File: src/rtl/point_rotator.sv
// point_rotator
//   Rotates one signed 2-D point counter-clockwise by an angle code. It makes
//   two lookups through the attached quarter-wave sine table: sin(theta), then
//   cos(theta) = sin(theta + 90 deg). It then forms the rotated point with a
//   single multiply-accumulate step and returns it over a valid/ready handshake.
//   Only one transaction is in flight at a time.
//
// Ports
//   clk        system clock
//   rst        asynchronous, active-low reset
//   in_valid   request valid
//   in_ready   block can accept a request (IDLE only)
//   in_x/in_y  signed input point, COORD_W bits
//   in_angle   rotation angle, 4*ROM_DEPTH codes per full circle
//   sin_id     lookup index driven to sine_table.id
//   sin_data   signed Q(ROM_WIDTH).(ROM_WIDTH) lookup result from sine_table.data
//   out_valid  result valid (held until out_ready)
//   out_ready  consumer accepts the result
//   out_x/y    signed rotated point, saturated to COORD_W bits
module point_rotator #(
    parameter int ROM_DEPTH = 64,
    parameter int ROM_WIDTH = 8,
    parameter int ADDRW     = $clog2(4 * ROM_DEPTH),
    parameter int COORD_W   = 11,
    parameter int TABLE_LAT = 2
) (
    input  logic                   clk,
    input  logic                   rst,
    input  logic                   in_valid,
    output logic                   in_ready,
    input  logic [COORD_W-1:0]     in_x,
    input  logic [COORD_W-1:0]     in_y,
    input  logic [ADDRW-1:0]       in_angle,
    output logic [ADDRW-1:0]       sin_id,
    input  logic [2*ROM_WIDTH-1:0] sin_data,
    output logic                   out_valid,
    input  logic                   out_ready,
    output logic [COORD_W-1:0]     out_x,
    output logic [COORD_W-1:0]     out_y
);

    localparam int DW = 2 * ROM_WIDTH;
    localparam int PW = COORD_W + 2 * ROM_WIDTH + 1;
    // Wide enough to hold the value TABLE_LAT, even when TABLE_LAT is 0.
    localparam int CW = $clog2(TABLE_LAT + 2);

    localparam logic signed [PW-1:0] SAT_MAX = PW'((1 << (COORD_W - 1)) - 1);
    localparam logic signed [PW-1:0] SAT_MIN = PW'(-(1 << (COORD_W - 1)));

    typedef enum logic [2:0] {
        IDLE,
        SIN_WAIT,
        COS_WAIT,
        MULT,
        OUT
    } state_t;

    state_t state, next_state;

    logic [CW-1:0]            cnt;
    logic                     cnt_last;
    logic                     accept, latch_s, latch_c, do_mult;

    logic [COORD_W-1:0]       x_r, y_r;
    logic [ADDRW-1:0]         angle_r;
    logic [DW-1:0]            s_r, c_r;

    logic signed [PW-1:0]     x_ext, y_ext, s_ext, c_ext;
    logic signed [PW-1:0]     px_full, py_full, px_sh, py_sh;

    // Clamp a shifted full-width result into the signed COORD_W range.
    function automatic logic [COORD_W-1:0] sat(input logic signed [PW-1:0] v);
        if (v > SAT_MAX)
            return SAT_MAX[COORD_W-1:0];
        else if (v < SAT_MIN)
            return SAT_MIN[COORD_W-1:0];
        else
            return v[COORD_W-1:0];
    endfunction

    assign cnt_last = (cnt == CW'(TABLE_LAT));

    // Next-state and handshake outputs.
    always_comb begin
        next_state = state;
        in_ready   = 1'b0;
        out_valid  = 1'b0;
        accept     = 1'b0;
        latch_s    = 1'b0;
        latch_c    = 1'b0;
        do_mult    = 1'b0;
        case (state)
            IDLE: begin
                in_ready = 1'b1;
                if (in_valid) begin
                    accept     = 1'b1;
                    next_state = SIN_WAIT;
                end
            end
            SIN_WAIT: begin
                if (cnt_last) begin
                    latch_s    = 1'b1;
                    next_state = COS_WAIT;
                end
            end
            COS_WAIT: begin
                if (cnt_last) begin
                    latch_c    = 1'b1;
                    next_state = MULT;
                end
            end
            MULT: begin
                do_mult    = 1'b1;
                next_state = OUT;
            end
            OUT: begin
                out_valid = 1'b1;
                if (out_ready)
                    next_state = IDLE;
            end
            default: next_state = IDLE;
        endcase
    end

    // State register and table wait counter. The counter restarts on every
    // state change, so each WAIT state lasts exactly TABLE_LAT+1 cycles.
    always_ff @(posedge clk or negedge rst) begin
        if (!rst) begin
            state <= IDLE;
            cnt   <= '0;
        end else begin
            state <= next_state;
            if (state != next_state)
                cnt <= '0;
            else if (state == SIN_WAIT || state == COS_WAIT)
                cnt <= cnt + 1'b1;
        end
    end

    // Sign-extend operands to the full accumulator width.
    always_comb begin
        x_ext   = {{(PW - COORD_W){x_r[COORD_W-1]}}, x_r};
        y_ext   = {{(PW - COORD_W){y_r[COORD_W-1]}}, y_r};
        s_ext   = {{(PW - DW){s_r[DW-1]}}, s_r};
        c_ext   = {{(PW - DW){c_r[DW-1]}}, c_r};
        px_full = x_ext * c_ext - y_ext * s_ext;
        py_full = x_ext * s_ext + y_ext * c_ext;
        px_sh   = px_full >>> ROM_WIDTH;
        py_sh   = py_full >>> ROM_WIDTH;
    end

    // Datapath. sin_id is registered so it stays stable for a whole WAIT
    // state. It is loaded on the accept edge and on the SIN->COS edge, and
    // it simply holds its value at all other times.
    always_ff @(posedge clk or negedge rst) begin
        if (!rst) begin
            x_r     <= '0;
            y_r     <= '0;
            angle_r <= '0;
            s_r     <= '0;
            c_r     <= '0;
            sin_id  <= '0;
            out_x   <= '0;
            out_y   <= '0;
        end else begin
            if (accept) begin
                x_r     <= in_x;
                y_r     <= in_y;
                angle_r <= in_angle;
                sin_id  <= in_angle;
            end
            if (latch_s) begin
                s_r    <= sin_data;
                sin_id <= angle_r + ADDRW'(ROM_DEPTH);
            end
            if (latch_c)
                c_r <= sin_data;
            if (do_mult) begin
                out_x <= sat(px_sh);
                out_y <= sat(py_sh);
            end
        end
    end

endmodule

File: config.mk
export PLATFORM = sky130hd
export DESIGN_NAME = point_rotator
export DESIGN_NICKNAME = d
export VERILOG_FILES = /design/src/rtl/point_rotator.sv
export SDC_FILE = /design/constraint.sdc
export NUM_CORES = 2
export LEC_CHECK = 0
export CAP_MARGIN = 20
export CORE_MARGIN = 5
export CORE_UTILIZATION = 41
export DETAILED_ROUTE_END_ITERATION = 6
export GPL_TIMING_DRIVEN = 0
export MAX_ROUTING_LAYER = met4
export PLACE_DENSITY = 0.54
export SLEW_MARGIN = 20
export SYNTH_ARGS = -nofsm -noshare
export SYNTH_HDL_FRONTEND = slang
export SYNTH_SLANG_ARGS = --single-unit
File: constraint.sdc
create_clock -name clk -period 12.09 [get_ports clk]
set_input_delay 2.418 -clock clk [delete_from_list [all_inputs] [get_ports clk]]
set_output_delay 2.418 -clock clk [all_outputs]
set_load 0.005 [all_outputs]
==> results.py <==
metrics = {
    "outcome": {
        "status": "finished, final reports clean",
    },
    "setup_path": {
        "rrSetupSlack_ns": 2.96,
        "slowest_stage": "a211oi_1",
        "end_kind": "register",
        "path_class": "register to register",
        "path_cells": "clkinv_1 -> clkbuf_1 -> nor2_1 -> fa_1 -> fa_1 -> fa_1 -> fa_1 -> fa_1 -> fa_1 -> inv_1 -> fa_1 -> inv_1 -> ha_1 -> o21ai_0 -> o21ai_0 -> a21oi_1 -> a211oi_1 -> a21oi_1 -> xnor2_1 -> nand3b_1 -> o32ai_2 -> a21oi_1",
        "arrival_ns": 9.37,
        "path_delay_family": "adder cells",
        "cp_max_fo": 10,
        "crit_required_ns": 12.33,
        "crit_top_cell": "fa_1",
        "critPathMaxStageDelay_ns": 0.80,
        "start_kind": "register",
        "path_buf_inv": 4,
    },
    "clock_tree": {
        "clk_pin_slew_ns": 0.09,
        "h-tree-depth": 3,
        "cts_max_path_buffers": 2,
        "cts.repair.resized": 0,
        "cts_tree": "built",
        "clock_sinks": 97,
        "cts_root_buf": "clkbuf_16",
        "postCtsSetupRepairBufs": 0,
        "clk_latency_ns": 0.41,
        "cts-hold-fix-buffers": 0,
        "cts_made_buffers": 9,
    },
    "yosys": {
        "ys_types": 59,
        "syn_nets": 4273,
        "ys.warnings.count": 0,
        "synth_top_cell_by_area": "fa_1",
        "synth.avg_cell_area_um2": 9.26,
        "netlist_area_um2": 30400,
        "yosys-top-cells-area": "fa_1 49%, inv_1 10%, dfrtp_1 8.0%",
        "synth_ff_type": "dfrtp_1",
        "async_reset_ff_share_pct": 100,
        "synth_top_area_share_pct": 49.2,
        "synth-seq-cells": 97,
        "synth_edf_count": 0,
        "ys_seq_area_share_pct": 7.98,
        "synth_cells": 3285,
    },
    "global_route": {
        "grt-ovfl-total": 0,
        "antenna_found_initial": 0,
        "grt_pass1_vias": 23063,
        "grt_pass1_wl_um": 144000,
        "grt_max_degree": 68,
        "grt_use_total_pct": 25.3,
    },
    "sta": {
        "slew_violations": 0,
        "finalHoldViolCount": 0,
        "relSlewSlack_pct": 19.6,
        "setup_viol": 0,
        "worst_slack_ns": 2.96,
        "rsz0062_at_grt": "no",
        "clock.fmax_mhz": 110,
        "fin_skew_ns": 0.0330,
        "timing.setup.tns_ns": 0,
        "fin_crit_sh_pct": 75.5,
        "period_needed_ns": 9.13,
        "worst_pin_slew_ns": 1.21,
    },
    "layout": {
        "layout.nets": 4370,
        "final_layout_size_suffix_gt1_share_pct": 2.04,
        "layout_common_cells": "845 x inv_1, 748 x fa_1, 441 x nand2_1",
        "final_common_cell": "inv_1",
        "syn_to_final_growth_pct": 8.00,
    },
    "floorplan": {
        "die_area_um2": 79800,
        "die_h_um": 282,
        "start_util_pct": 41.1,
        "num_io_pins": 82,
        "core_area_um2": 74100,
        "fp-row-count": 100,
        "die_w_um": 282,
    },
    "run": {
        "drv_cap": 0,
    },
    "placement": {
        "numPortBuffers": 81,
        "preCtsSetupSlack_ns": 3.13,
        "hpwl_um": 77200,
        "gp_congestion": 1.01,
    },
    "drt": {
        "drc": 0,
        "vias_per_cell": 5.05,
        "drt_iter0_drc": 1552,
        "num_vias": 22000,
        "ant_nets": 0,
        "routed_wl_um": 93700,
        "avgRoutedWirePerCell_um": 21.5,
        "dr.pass1.iters": 5,
    },
    "hold_path": {
        "min_path_type": "register to register",
    },
}
cell families after synthesis:
family,share of synthesized area (%)
adder cells (fa/ha/maj),57.0
XOR/XNOR,2.04
AND/OR/NAND/NOR,15.3
flip-flops,7.98
AO/OA/AOI/OAI,4.06
buffers and inverters,12.3
multiplexers,1.28
state kept, by name, summed over array words and instances (netlist names):
signal   flops
angle_r      8
c_r         16
cnt          2
out_x       11
out_y       11
s_r         16
sin_id       8
state        3
x_r         11
y_r         11
worst paths after layout:
check	startpoint	to	cells after the start
min in group asynchronous	rst	angle_r[2]	1
setup / recovery	y_r[10]	out_y[3]	22
max in group asynchronous	rst	s_r[12]	2
hold / removal	sin_id[5]	sin_id[5]	2
setup reg to reg	y_r[10]	out_y[3]	22
hold reg to reg	sin_id[5]	sin_id[5]	2
layer usage:
layer	vias up	GRT usage [%]	share of wire (%)
met2	766	38.4	45
met5	-	-	0
met3	118	5.94	9.1
li1	9678	-	-
met4	0	7.27	3.7
met1	11438	34.4	42
Yosys cell counts, drive strengths merged (12+ instances only):
cell type and number:
nand2 441, xor2 13, inv 845, o21ai 37, o21a 12, nand2b 22
mux2 32, clkbuf 149, dfrtp 97, nor2 99, xnor2 58, nand3 12
fa 748, a21oi 50, and2 331, a21o 17, nor3 14, ha 190
metrics by stage:
stage / area, um^2 / hold slack, ns / instances / utilization, %
2_1_floorplan: 30400 / 0.447 / 3285 / -
3_3_place_gp: 32500 / 0.451 / 4335 / 43.8
3_5_place_dp: 32500 / 0.455 / 4339 / 43.9
4_1_cts: 32800 / 0.478 / 4355 / 44.3
5_1_grt: 32900 / 0.496 / 4356 / 44.4
6_report: 32900 / 0.469 / 4358 / 44.4
worst min-delay path: cells and delay by family (launching register included):
| family | cells | cell delay, ns |
|---|---|---|
| and+or+nand+nor | 2 | 0.09 |
| DFF | 1 | 0.35 |
final cells by class:
type | count | area, um^2
Fill cell | 7517 | 41200
Clock buffer | 9 | 225
Timing Repair Buffer | 86 | 886
Inverter | 846 | 3180
Sequential cell | 97 | 2430
Multi-Input combinational cell | 2191 | 24300
Antenna cell | 2 | 5.00
Buffer | 151 | 567
Clock inverter | 7 | 91.3
Tap cell | 969 | 1210
Power is not shown: default switching activity piles up to over one toggle a cycle in this logic, so the estimate is an artifact.
